## config.mk

```make
export PLATFORM = sky130hd
export DESIGN_NAME = dvga_mixer
export DESIGN_NICKNAME = d
export VERILOG_FILES = /design/src/rtl/dvga_mix_pkg.sv /design/src/rtl/dvga_mix_stage.sv /design/src/rtl/dvga_mixer.sv
export SDC_FILE = /design/constraint.sdc
export NUM_CORES = 1
export LEC_CHECK = 0
export BUFFER_PORTS_ARGS = -buffer_cell sky130_fd_sc_hd__buf_4
export CORE_ASPECT_RATIO = 1.4
export CORE_UTILIZATION = 40
export DETAILED_ROUTE_END_ITERATION = 7
export PLACE_DENSITY = 0.7
export SLEW_MARGIN = 20
export SYNTH_ARGS = -nofsm -noshare
export SYNTH_HDL_FRONTEND = slang
export SYNTH_SLANG_ARGS = --single-unit
```

## constraint.sdc

```tcl
create_clock -name clk -period 1.6 [get_ports clk]
set_input_delay 0.32 -clock clk [delete_from_list [all_inputs] [get_ports clk]]
set_output_delay 0.32 -clock clk [all_outputs]
set_load 0.03 [all_outputs]
```

## src/rtl/dvga_mix_pkg.sv

```systemverilog
// dvga_mix_pkg: shared constants and types for the dvga pixel mixer.
// Optional blending is enabled by DVGA_MIX_BLEND_EN.
package dvga_mix_pkg;

  localparam int CTRL_OUTEN  = 0;
  localparam int CTRL_HINV   = 1;
  localparam int CTRL_VINV   = 2;
  localparam int CTRL_BINV   = 3;
  localparam int FRAME_CNT_W = 16;

  typedef struct packed {
    logic hsync;
    logic vsync;
    logic blank;
  } timing_t;

endpackage

```

## src/rtl/dvga_mix_stage.sv

```systemverilog
// dvga_mix_stage: one registered overlay layer (replace or, with
// DVGA_MIX_BLEND_EN, average with the incoming pixel).
module dvga_mix_stage
  import dvga_mix_pkg::*;
#(
  parameter int CW = 8
) (
  input  logic            clk,
  input  logic            rst,
  input  logic [3*CW-1:0] pix_i,
  input  timing_t         tim_i,
  input  logic [3*CW-1:0] lay_rgb_i,
  input  logic            lay_opaque_i,
  input  logic            lay_en_i,
`ifdef DVGA_MIX_BLEND_EN
  input  logic            blend_i,
`endif
  output logic [3*CW-1:0] pix_o,
  output timing_t         tim_o
);

  logic            hit;
  logic [3*CW-1:0] nxt;

  assign hit = lay_en_i && lay_opaque_i;

`ifdef DVGA_MIX_BLEND_EN
  logic [3*CW-1:0] mix;
  logic [2:0]      lsb_unused;

  // Sum in CW+1 bits, drop the LSB to floor-halve.
  for (genvar c = 0; c < 3; c++) begin : g_ch
    assign {mix[c*CW +: CW], lsb_unused[c]} =
      {1'b0, pix_i[c*CW +: CW]} +
      {1'b0, lay_rgb_i[c*CW +: CW]};
  end
`endif

  always_comb begin
    nxt = pix_i;
    unique case (1'b1)
`ifdef DVGA_MIX_BLEND_EN
      hit &&  blend_i: nxt = mix;
      hit && !blend_i: nxt = lay_rgb_i;
`else
      hit:             nxt = lay_rgb_i;
`endif
      default:         nxt = pix_i;
    endcase
  end

  always_ff @(posedge clk) begin
    if (rst) begin
      pix_o <= '0;
      tim_o <= '0;
    end else begin
      pix_o <= nxt;
      tim_o <= tim_i;
    end
  end

endmodule

```

## src/rtl/dvga_mixer.sv

```systemverilog
// dvga_mixer: N-layer priority compositor, pad stage and frame irq.
// Optional per-layer blending is enabled by DVGA_MIX_BLEND_EN.
module dvga_mixer
  import dvga_mix_pkg::*;
#(
  parameter int NLAYERS = 2,
  parameter int CW      = 8
) (
  input  logic                    clk,
  input  logic                    rst,
  input  logic [CW-1:0]           r_i,
  input  logic [CW-1:0]           g_i,
  input  logic [CW-1:0]           b_i,
  input  logic                    hsync_i,
  input  logic                    vsync_i,
  input  logic                    blank_i,
  input  logic [NLAYERS*3*CW-1:0] lay_rgb_i,
  input  logic [NLAYERS-1:0]      lay_opaque_i,
  input  logic [NLAYERS-1:0]      lay_en_i,
  input  logic [NLAYERS-1:0]      blend_i,
  input  logic [3:0]              ctrl_i,
  input  logic                    int_clr_i,
  output logic [CW-1:0]           r_pad_o,
  output logic [CW-1:0]           g_pad_o,
  output logic [CW-1:0]           b_pad_o,
  output logic                    hsync_pad_o,
  output logic                    vsync_pad_o,
  output logic                    blank_pad_o,
  output logic                    int_o,
  output logic [FRAME_CNT_W-1:0]  frame_cnt_o
);

  localparam int PW = 3 * CW;
`ifdef DVGA_MIX_BLEND_EN
  localparam int LW = PW + 3;
`else
  localparam int LW = PW + 2;
`endif

  logic [PW-1:0] pix_in;
  timing_t       tim_in;
  logic [LW-1:0] lay_q [NLAYERS];
  logic [PW-1:0] pix_s [NLAYERS];
  timing_t       tim_s [NLAYERS];

`ifndef DVGA_MIX_BLEND_EN
  logic blend_unused;
  assign blend_unused = ^blend_i;
`endif

  always_ff @(posedge clk) begin
    if (rst) begin
      pix_in <= '0;
      tim_in <= '0;
      for (int k = 0; k < NLAYERS; k++)
        lay_q[k] <= '0;
    end else begin
      pix_in <= {r_i, g_i, b_i};
      tim_in <= '{hsync_i, vsync_i, blank_i};
      for (int k = 0; k < NLAYERS; k++)
`ifdef DVGA_MIX_BLEND_EN
        lay_q[k] <= {blend_i[k], lay_en_i[k],
                     lay_opaque_i[k],
                     lay_rgb_i[k*PW +: PW]};
`else
        lay_q[k] <= {lay_en_i[k], lay_opaque_i[k],
                     lay_rgb_i[k*PW +: PW]};
`endif
    end
  end

  for (genvar k = 0; k < NLAYERS; k++) begin : g_lay
    logic [LW-1:0] lay_d;
    logic [PW-1:0] p_in;
    timing_t       t_in;

    // Layer k data waits k cycles to meet its pixel at stage k.
    if (k == 0) begin : g_now
      assign lay_d = lay_q[0];
      assign p_in  = pix_in;
      assign t_in  = tim_in;
    end else begin : g_dly
      logic [k-1:0][LW-1:0] sr;
      always_ff @(posedge clk) begin
        if (rst) begin
          sr <= '0;
        end else begin
          sr[0] <= lay_q[k];
          for (int j = 1; j < k; j++)
            sr[j] <= sr[j-1];
        end
      end
      assign lay_d = sr[k-1];
      assign p_in  = pix_s[k-1];
      assign t_in  = tim_s[k-1];
    end

    dvga_mix_stage #(
      .CW(CW)
    ) u_stage (
      .clk         (clk),
      .rst         (rst),
      .pix_i       (p_in),
      .tim_i       (t_in),
      .lay_rgb_i   (lay_d[PW-1:0]),
      .lay_opaque_i(lay_d[PW]),
      .lay_en_i    (lay_d[PW+1]),
`ifdef DVGA_MIX_BLEND_EN
      .blend_i     (lay_d[PW+2]),
`endif
      .pix_o       (pix_s[k]),
      .tim_o       (tim_s[k])
    );
  end

  logic [PW-1:0]          pix_l;
  timing_t                tim_l;
  logic                   outen;
  logic                   vs_prev;
  logic                   frame_ev;
  logic [FRAME_CNT_W-1:0] frame_cnt_q;

  assign pix_l    = pix_s[NLAYERS-1];
  assign tim_l    = tim_s[NLAYERS-1];
  assign outen    = ctrl_i[CTRL_OUTEN];
  assign frame_ev = tim_l.vsync && !vs_prev;

  always_ff @(posedge clk) begin
    if (rst) begin
      {r_pad_o, g_pad_o, b_pad_o} <= '0;
      hsync_pad_o <= 1'b0;
      vsync_pad_o <= 1'b0;
      blank_pad_o <= 1'b0;
    end else begin
      {r_pad_o, g_pad_o, b_pad_o} <=
        (outen && !tim_l.blank) ? pix_l : '0;
      hsync_pad_o <= outen &&
                     (ctrl_i[CTRL_HINV] ^ tim_l.hsync);
      vsync_pad_o <= outen &&
                     (ctrl_i[CTRL_VINV] ^ tim_l.vsync);
      blank_pad_o <= outen &&
                     (ctrl_i[CTRL_BINV] ^ tim_l.blank);
    end
  end

  // Frame events ignore outen; a new event beats a clear.
  always_ff @(posedge clk) begin
    if (rst) begin
      vs_prev     <= 1'b0;
      int_o       <= 1'b0;
      frame_cnt_q <= '0;
    end else begin
      vs_prev <= tim_l.vsync;
      if (frame_ev) begin
        int_o       <= 1'b1;
        frame_cnt_q <= frame_cnt_q + FRAME_CNT_W'(1);
      end else if (int_clr_i) begin
        int_o <= 1'b0;
      end
    end
  end

  assign frame_cnt_o = frame_cnt_q;

endmodule

```

# ---- Word-level counts from Yosys, hierarchy flattened
# Memory sizes are Yosys's and may differ from the RTL's. A register that Yosys moved wholly into a read port is not among the register bits.
# Index checks and enable logic that the tools add are counted.
dict set report totals {
  ff_bits 126
  ram_bits 52
  out_inout_bits 44
  mem_count 1
}
dict set report op_classes {
  addsub 1
  n_mux 9
  bitwise 6
  reduce_logical 11
}
# memory depth word_bits read_ports rd_ports_with_merged_regs wr line_no
set memory_table {}
lappend memory_table {lay_q 2 26 2 1 2 dvga_mixer.sv:42} ;# logic [LW-1:0] lay_q [NLAYERS];
# cell n
set ops {}
lappend ops {{2-to-1 mux 26 bit} 2}
lappend ops {{2-to-1 mux 24 bit} 2}
lappend ops {{adder 16 x 1 -> 16 bit (second input constant)} 1}
lappend ops {{logical AND 1 bit} 7}
lappend ops {{2-to-1 mux 1 bit} 5}
lappend ops {{bitwise XOR 1 bit} 3}
lappend ops {{logical NOT 1 bit} 2}
lappend ops {{bitwise OR 1 bit} 2}
lappend ops {{nonzero test 2 bit} 1}
lappend ops {{OR reduction 2 bit} 1}
lappend ops {{NOT 1 bit} 1}

# ---- Longest topological paths before layout
# Gate-level depths: netlist of run 1.
dict set report depth {
  depth_word 4
  depth_mapped 5
  depth_no_buf 5
}

# ---- Hierarchy
# From an unflattened synthesis of run 1, not the netlist that was laid out.
dict set report hier_totals {
  cells_unflattened 601
  area_unflattened_um2 7018.0
}
# module n_inst cells_per_inst area_each_um2
set by_module_without_submodules {}
lappend by_module_without_submodules {dvga_mixer 1 371 4340.4}
lappend by_module_without_submodules {dvga_mix_stage 2 115 1338.8}

# ---- Worst setup path before layout of run 1
# OpenSTA, ideal clock, no wires.
dict set report synth_path {
  path_type {register to register}
  startpoint {register frame_cnt_q[8], in the netlist frame_cnt_o[8]}
  endpoint {register frame_cnt_q[13], in the netlist frame_cnt_o[13]}
  setup_time_ps 121
  arrival_time_ps 1551
  required_time_ps 1479
  setup_slack_ps -72
  path_stages_with_launch 5
  n_path_buf 0
  cell_sequence {dfxtp_1 nand4_2 or2_4 nor4_1 mux2_2}
}
dict set report synth_via {
  elab_chain_len 1
}
# element line_no
set synth_rtl {}
lappend synth_rtl {{start, declared} dvga_mixer.sv:121} ;# logic [FRAME_CNT_W-1:0] frame_cnt_q;
lappend synth_rtl {{start signal, assigned} dvga_mixer.sv:156} ;# frame_cnt_q <= frame_cnt_q + FRAME_CNT_W'(1);
lappend synth_rtl {{adder 16 x 1 -> 16 bit} dvga_mixer.sv:156}
# No other way between the ends.
# A chain may end at the register's enable or synchronous reset.

# ---- Worst setup path in the final report of run 1
dict set report layout_path {
  startpoint {register frame_cnt_q[0], in the netlist frame_cnt_o[0]}
  endpoint {register frame_cnt_q[10], in the netlist frame_cnt_o[10]}
}
# Same word-level chain as after synthesis.

==> tab_implementation.tex, run 1 <==
\begin{tabular}{lr}
\hline
Metric & Value \\
\hline
\multicolumn{2}{l}{\textbf{Status}} \\
\quad Run status & finished clean \\
\multicolumn{2}{l}{\textbf{Drt}} \\
\quad Residual DRC count & 0 \\
\quad Vias after detailed routing & 4,201 \\
\quad Routed WL & 11.6 mm \\
\quad Number of nets still failing antenna checks after routing & 0 \\
\quad Detail-routed net length per standard cell & 12.5 microns \\
\quad DR iter-0 viols & 143 \\
\quad 1st-pass router iterations & 4 \\
\quad Vias per std cell & 4.53 \\
\multicolumn{2}{l}{\textbf{Synthesis}} \\
\quad Cell area after synthesis & 0.00615 sq mm \\
\quad Biggest area consumer among synthesized cells & dfxtp\_1 \\
\quad Number of different library cells in the post-synthesis netlist & 31 \\
\quad Sequential-to-total area share from yosys stat & 66.4\% \\
\quad Synth Warn \# & 0 \\
\quad Post-synthesis average cell area & 10.3 sq um \\
\quad Synth Net Count & 684 \\
\quad Share of Yosys cell area claimed by the top area cell type & 66.4\% \\
\quad Ranking of synthesized cells by area & dfxtp\_1 (66\%), nor2b\_1 (12\%), nand2\_1 (6.2\%) \\
\quad Register bit count reported by yosys & 204 \\
\quad Number of instances in the synthesized netlist & 595 \\
\multicolumn{2}{l}{\textbf{Setup path}} \\
\quad Arrival time of data at the critical path endpoint & 1.93 ns \\
\quad Required time worst endpoint & 1.97 ns \\
\quad Buffers \& Inverters on Critical Path & 0 \\
\quad Type of the worst setup path & flip-flop to flip-flop \\
\quad Kind of capture point of the worst setup path & flip-flop \\
\quad Crit-path slowest cell & nor4\_1 \\
\quad Chain of cells forming the critical path & ha\_2 > nand4b\_1 > nor4\_1 > xnor2\_1 > nor2\_1 \\
\quad Setup crit start kind & flip-flop \\
\quad Crit-path leading delay family & simple AND/OR/NAND/NOR gates \\
\quad Highest fanout seen on the critical path & 5 \\
\quad Critical path's largest stage delay & 0.43 ns \\
\quad R2R setup slack & 0.04 ns \\
\multicolumn{2}{l}{\textbf{STA}} \\
\quad Setup-violating endpoint count in the final report & 0 \\
\quad Clock tree skew after final layout & 0.0166 ns \\
\quad Share of the cycle needed by the critical path after routing & 97.7\% \\
\quad Worst slew margin relative to its limit & 73.8\% \\
\quad Worst Hold Slack & 0.0344 ns \\
\quad Max-slew violation total from the final report & 0 \\
\quad Setup repair after global routing missed its margin & true \\
\quad Setup\_tns & 0 ns \\
\quad Final Hold Vio Count & 0 \\
\quad Post-route minimum period & 1.56 ns \\
\quad F\_max & 639 MHz \\
\quad Transition at the pin with the smallest max-transition slack & 0.393 ns \\
\multicolumn{2}{l}{\textbf{Power and ir drop}} \\
\quad Psw & 2.08 mW \\
\quad Power consumption & 10.2 mW \\
\quad Internal power consumption & 8.08 mW \\
\quad VDD IR-drop max & 0.679 mV \\
\quad Sw frac & 20.5\% \\
\quad Ratio of total power to cell area & 1270 mW/mm\^{}2 \\
\quad Register share of total power & 52.4\% \\
\quad Clock share of power & 42.9\% \\
\quad Leakage power & 3.34 nW \\
\quad Combinational share of power & 4.7\% \\
\multicolumn{2}{l}{\textbf{Floorplanning}} \\
\quad Die area & 0.0159 sq mm \\
\quad Vertical die dimension & 149 microns \\
\quad Horizontal extent of the die & 107 microns \\
\quad Number of top-level pins & 132 \\
\quad Core region area & 0.0151 sq mm \\
\quad Cell Rows & 53 \\
\quad Initial Utilization & 40.9\% \\
\multicolumn{2}{l}{\textbf{Clock network}} \\
\quad Clock root cell & clkbuf\_16 \\
\quad Clock latency at the later pin of the worst-skew pair & 0.49 ns \\
\quad Max Buffers Root-to-Sink & 3 \\
\quad H-Tree Level Count & 1 \\
\quad Clock slew at the register clock pins of the worst setup and hold paths & 0.06 ns \\
\quad Sink count of the clock tree & 204 \\
\quad Clock tree from TritonCTS & done \\
\quad Cts bufs inserted & 20 \\
\multicolumn{2}{l}{\textbf{Placement}} \\
\quad Input/output buffers & 129 \\
\quad Routability congestion estimate from global placement & 0.765 \\
\quad Total placed cells including tap cells & 897 \\
\quad Estimated wirelength of the detail-placed design & 7.87 mm \\
\quad Total cell area at the placement stage & 0.00739 sq mm \\
\multicolumn{2}{l}{\textbf{Finish}} \\
\quad Antenna Diode Count & 0 \\
\quad Final cell count without fillers & 927 \\
\quad Ratio of cells with drive above 1 in the final layout & 25.9\% \\
\quad Post-route cell area & 0.00802 sq mm \\
\quad Leading cell type in the layout, fill and taps excluded & dfxtp\_1 \\
\quad Post-layout nets & 816 \\
\quad Commonest non-fill, non-tap cells in the layout & dfxtp\_1 (194), buf\_4 (140), nor2b\_1 (115), nand2\_1 (101), a21oi\_1 (53) \\
\quad Area growth from synthesis to layout & 30.3\% \\
\multicolumn{2}{l}{\textbf{Global route}} \\
\quad Total gr overflow & 0 \\
\quad Overall Global Routing Usage & 14.3\% \\
\quad Maximum number of pins on one net before global-route repair & 50 \\
\quad First-pass GRT wire length & 18.1 mm \\
\quad Initial antenna violation count & 0 \\
\quad Vias in the first global route & 4,119 \\
\multicolumn{2}{l}{\textbf{Min path}} \\
\quad Worst hold path class & primary input to flip-flop \\
\multicolumn{2}{l}{\textbf{Flow run}} \\
\quad Number of max-cap violations & 0 \\
\hline
\end{tabular}
==> worst reg2reg max path, cell delays in order (launching register included) <==
cell      delay, ns
dfxtp_2        0.36
ha_2           0.19
nand4b_1       0.23
nor4_1         0.43
xnor2_1        0.18
nor2_1         0.06
==> synthesized netlist by cell type <==
cell / count
and4b_1: 1
mux2i_1: 1
nand4_1: 4
nand2_4: 1
buf_1: 2
xnor2_1: 7
and3_1: 1
nor2b_1: 115
ha_1: 1
or2_4: 1
nor2_1: 17
dfxtp_1: 204
nor4_1: 4
inv_1: 2
o21ai_0: 2
clkbuf_1: 30
nand2_1: 101
nand3_1: 3
mux2_2: 2
and2_1: 26
nand2b_1: 1
o31ai_1: 2
nand4_2: 1
nor3_1: 1
or4_1: 2
buf_2: 1
xor2_1: 5
nand4b_1: 1
nand3_2: 1
or3_1: 2
a21oi_1: 53
==> repair_timing <==
action / in CTS / in global routing
setup endpoints to repair: 0 / 3
buffers inserted: 0 / 0
hold buffers: 0 / 0
resized for setup: 0 / 3
==> power groups by stage <==
| stage | combinational (mW) | sequential [mW] | clock, mW |
|---|---|---|---|
| after floorplan | 0.223 | 5.44 | 0 |
| after global placement | 0.474 | 5.43 | 0 |
| after detailed placement | 0.487 | 5.44 | 0 |
| after CTS | 0.490 | 5.32 | 4.49 |
| after global routing | 0.530 | 5.34 | 4.67 |
| final | 0.479 | 5.32 | 4.36 |
==> worst paths after layout <==
path | startpoint | endpoint | depth (start not counted)
max | frame_cnt_o[0] | frame_cnt_o[10] | 5
min | lay_rgb_i[22] | lay_q[0][22] | 2
max reg2reg | frame_cnt_o[0] | frame_cnt_o[10] | 5
min reg2reg | g_lay[1].u_stage.pix_o[5] | b_pad_o[5] | 1
==> area by class of cell <==
cell class	count	area, sq um
Fill cell	1322	7040
Sequential cell	204	4100
Multi-Input combinational cell	356	1950
Clock inverter	6	72.6
Clock buffer	24	536
Inverter	2	7.51
Timing Repair Buffer	143	1110
Tap cell	192	240
==> through the flow <==
step	worst slack [ns]	utilization, %
2_1_floorplan	0.00719	-
3_3_place_gp	0.132	49.1
3_5_place_dp	0.0471	49.1
4_1_cts	0.0351	53.1
5_1_grt	-0.0429	53.2
6_report	0.0361	53.2
==> routing by layer <==
metal	GRT usage, %	up-vias	wire (microns)
li1	-	2129	-
met1	14.8	1936	4450
met2	27.2	107	6190
met3	2.66	29	592
met4	6.85	0	355
met5	0	-	0
==> cells by family (layout without fill, tap and decap cells) <==
family          after synthesis  in the layout  synth area share (%)
flops                       204            204                  66.4
simple gates                283            283                  24.3
buf+inv                      35            175                  2.16
compound gates               57             57                  4.72
fa+ha+maj                     1              1                 0.203
mux                           3              3                 0.529
xor+xnor                     12             12                  1.71
==> flip-flops by register name, summed over array words and instances (netlist names), 3 cells and up <==
signal               cells
g_lay.p_in              24
g_lay.u_stage.tim_o      6
b_pad_o                  8
g_lay.t_in               3
frame_cnt_o             16
g_pad_o                  8
g_lay.g_dly.sr          26
r_pad_o                  8
g_lay.u_stage.pix_o     48
lay_q                   52
(Power assumes the default switching activity.)
==> run 2, diff against run 1 <==
--- a/config.mk
+++ b/config.mk
@@ -7,9 +7,9 @@
 export LEC_CHECK = 0
 export BUFFER_PORTS_ARGS = -buffer_cell sky130_fd_sc_hd__buf_4
 export CORE_ASPECT_RATIO = 1.4
-export CORE_UTILIZATION = 40
+export CORE_UTILIZATION = 35
 export DETAILED_ROUTE_END_ITERATION = 7
-export PLACE_DENSITY = 0.7
+export PLACE_DENSITY = 0.63
 export SLEW_MARGIN = 20
 export SYNTH_ARGS = -nofsm -noshare
 export SYNTH_HDL_FRONTEND = slang
==> tab_implementation.tex, run 2 (synthesized netlist as in run 1, its figures left out) <==
\begin{tabular}{lr}
\hline
Metric & Value \\
\hline
\multicolumn{2}{l}{\textbf{Floorplanning}} \\
\quad Core region area & 0.0173 sq mm (+15\%) \\
\quad Number of top-level pins & 132 (unchanged) \\
\quad Vertical die dimension & 159 microns (+6.8\%) \\
\quad Horizontal extent of the die & 114 microns (+6.8\%) \\
\quad Die area & 0.0181 sq mm (+14\%) \\
\quad Cell Rows & 57 (+7.5\%) \\
\quad Initial Utilization & 35.7\% (-5.2 points) \\
\multicolumn{2}{l}{\textbf{Power and ir drop}} \\
\quad Internal power consumption & 8.21 mW (+1.6\%) \\
\quad Clock share of power & 43.5\% (+0.6 points) \\
\quad Register share of total power & 51.8\% (-0.6 points) \\
\quad VDD IR-drop max & 0.792 mV (+17\%) \\
\quad Combinational share of power & 4.7\% (about the same) \\
\quad Ratio of total power to cell area & 1260 mW/mm\^{}2 (-0.64\%) \\
\quad Leakage power & 3.38 nW (+1.2\%) \\
\quad Sw frac & 20.1\% (-0.43 points) \\
\quad Psw & 2.06 mW (-1.0\%) \\
\multicolumn{2}{l}{\textbf{Finish}} \\
\quad Most flop-heavy register & lay\_q \\
\quad Post-layout nets & 819 (+0.37\%) \\
\quad Ratio of cells with drive above 1 in the final layout & 26.5\% (+0.66 points) \\
\quad Largest registers in the final layout & lay\_q (52), g\_lay.u\_stage.pix\_o (48), g\_lay.g\_dly.sr (26) \\
\quad Antenna Diode Count & 0 (unchanged) \\
\quad Max FFs per register & 52 (unchanged) \\
\quad Commonest non-fill, non-tap cells in the layout & dfxtp\_1 (193), buf\_4 (141), nor2b\_1 (115), nand2\_1 (101), a21oi\_1 (53) \\
\quad Leading cell type in the layout, fill and taps excluded & dfxtp\_1 \\
\quad Area growth from synthesis to layout & 32.5\% \\
\multicolumn{2}{l}{\textbf{STA}} \\
\quad Worst Hold Slack & 0.0433 ns (+0.00886 ns) \\
\quad Transition at the pin with the smallest max-transition slack & 0.398 ns (+0.00557 ns) \\
\quad Share of the cycle needed by the critical path after routing & 96.1\% (-1.7 points) \\
\quad F\_max & 651 MHz (+1.8\%) \\
\quad Setup ws final & 0.0632 ns (+0.0271 ns) \\
\quad Setup-violating endpoint count in the final report & 0 (unchanged) \\
\quad Post-route minimum period & 1.54 ns (-0.0271 ns) \\
\quad Clock tree skew after final layout & 0.00778 ns (-0.00879 ns) \\
\quad Final Hold Vio Count & 0 (unchanged) \\
\quad Worst slew margin relative to its limit & 73.4\% (-0.37 points) \\
\quad Max-slew violation total from the final report & 0 (unchanged) \\
\multicolumn{2}{l}{\textbf{Clock network}} \\
\quad Cts bufs inserted & 20 (unchanged) \\
\quad Sink count of the clock tree & 204 (unchanged) \\
\quad H-Tree Level Count & 1 (unchanged) \\
\quad Max Buffers Root-to-Sink & 3 (unchanged) \\
\quad Clock tree from TritonCTS & done \\
\quad Clock latency at the later pin of the worst-skew pair & 0.48 ns (about the same) \\
\quad Clock slew at the register clock pins of the worst setup and hold paths & 0.06 ns (about the same) \\
\quad Clock root cell & clkbuf\_16 \\
\multicolumn{2}{l}{\textbf{Setup path}} \\
\quad Kind of capture point of the worst setup path & flip-flop \\
\quad Setup crit start kind & flip-flop \\
\quad Worst R2R Start & frame\_cnt\_o[0] \\
\quad R2R setup slack & 0.06 ns (+0.03 ns) \\
\quad Highest fanout seen on the critical path & 5 (unchanged) \\
\quad R2R Path End & frame\_cnt\_o[14] \\
\quad Arrival time of data at the critical path endpoint & 1.95 ns (+0.02 ns) \\
\quad Type of the worst setup path & flip-flop to flip-flop \\
\quad Worst R2R Path Depth & 5 (unchanged) \\
\quad Required time worst endpoint & 2.01 ns (+0.04 ns) \\
\quad Critical Path Source & frame\_cnt\_o[0] \\
\multicolumn{2}{l}{\textbf{Min path}} \\
\quad Worst hold path class & primary input to flip-flop \\
\quad Number of stages on the worst hold path & 2 (unchanged) \\
\quad Launch point of the worst hold path & lay\_rgb\_i[6] \\
\quad Worst min-delay path endpoint & lay\_q[0][6] \\
\multicolumn{2}{l}{\textbf{Drt}} \\
\quad Residual DRC count & 0 (unchanged) \\
\quad Vias per std cell & 4.28 (-5.5\%) \\
\quad 1st-pass router iterations & 4 (unchanged) \\
\quad Detail-routed net length per standard cell & 12.1 microns (-3.3\%) \\
\quad DR iter-0 viols & 129 (-9.8\%) \\
\quad Routed WL & 11.8 mm (+2.1\%) \\
\quad Number of nets still failing antenna checks after routing & 0 (unchanged) \\
\quad Vias after detailed routing & 4,191 (-0.24\%) \\
\multicolumn{2}{l}{\textbf{Status}} \\
\quad Run status & finished clean \\
\multicolumn{2}{l}{\textbf{Global route}} \\
\quad Global routing met1 resource utilization & 13.9\% (-0.99 points) \\
\quad Maximum number of pins on one net before global-route repair & 62 (+24\%) \\
\quad Busiest grt layer & met2 \\
\quad GR Util met3 & 2.37\% (-0.30 points) \\
\quad First-pass GRT wire length & 19.2 mm (+6.1\%) \\
\quad Overall Global Routing Usage & 13.3\% (-1.0 points) \\
\quad Total gr overflow & 0 (unchanged) \\
\quad Met2 routing resource usage after global routing & 25.4\% (-1.8 points) \\
\quad Initial antenna violation count & 0 (unchanged) \\
\quad Vias in the first global route & 4,134 (+0.36\%) \\
\multicolumn{2}{l}{\textbf{Placement}} \\
\quad Routability congestion estimate from global placement & 0.752 (-1.7\%) \\
\quad Post-place setup slack & 0.0568 ns (+0.00976 ns) \\
\quad Estimated wirelength of the detail-placed design & 8.19 mm (+4.1\%) \\
\quad Input/output buffers & 129 (unchanged) \\
\multicolumn{2}{l}{\textbf{Flow run}} \\
\quad Number of max-cap violations & 0 (unchanged) \\
\hline
\end{tabular}
-- run 2: cell types whose count changed in the layout (fill, tap and decap cells not counted), sizes merged --
| cell | previous run | this run |
|---|---|---|
| buf | 143 | 146 |
| clkinvlp | 1 | 0 |
| clkbuf | 24 | 30 |
-- run 2: routing by layer --
metal	share of wire (%)	up-vias
met5	0	-
met4	2.6	0
met3	4.3	28
met2	55	100
met1	38	1920
li1	-	2143
-- run 2: cell type report --
class                   count  area [sq um]
flip-flops and latches    204          4100
multi-input cells         356          1960
repair buffers            146          1150
fillers                  1675          9100
clock buffers              30           578
well taps                 236           295
clock inverters             5          61.3
inverters                   2          7.51
-- run 2: worst max path at each step --
stage	endpoint	cells past startpoint
final	frame_cnt_o[14]	5
after global routing	frame_cnt_o[11]	3
after CTS	frame_cnt_o[14]	4
after detailed placement	frame_cnt_o[14]	4
after global placement	frame_cnt_o[10]	5
after floorplan	frame_cnt_o[14]	4
-- run 2: power by group through the flow --
stage	Combinational [mW]	Clock (mW)	Sequential (mW)
CTS	0.494	4.58	5.33
global route	0.539	4.80	5.34
floorplan	0.223	0	5.44
global placement	0.486	0	5.43
finish	0.483	4.46	5.32
detailed placement	0.493	0	5.44
-- run 2: stage by stage --
stage | util, % | power, mW | std cells | setup TNS (ns) | area, sq um
6_report | 47.2 | 10.3 | 979 | 0 | 8150
3_5_place_dp | 43.3 | 5.93 | 943 | 0 | 7480
5_1_grt | 47.2 | 10.7 | 979 | -0.00861 | 8150
4_1_cts | 47.0 | 10.4 | 978 | 0 | 8120
2_1_floorplan | - | 5.67 | 595 | 0 | 6170
3_3_place_gp | 43.3 | 5.92 | 943 | 0 | 7480
-- run 2: critical path, cell delays in order, from the launching register on --
cell and delay (ns):
dfxtp_2 0.36, ha_1 0.20, nand4b_1 0.12, buf_4 0.18, or4_1 0.47, a21oi_1 0.15
-- run 2: repair_timing --
item	4_1_cts	5_1_grt
buffers inserted	0	1
endpoints found under the setup margin	0	7
hold buffers	0	0
resized for setup	0	5
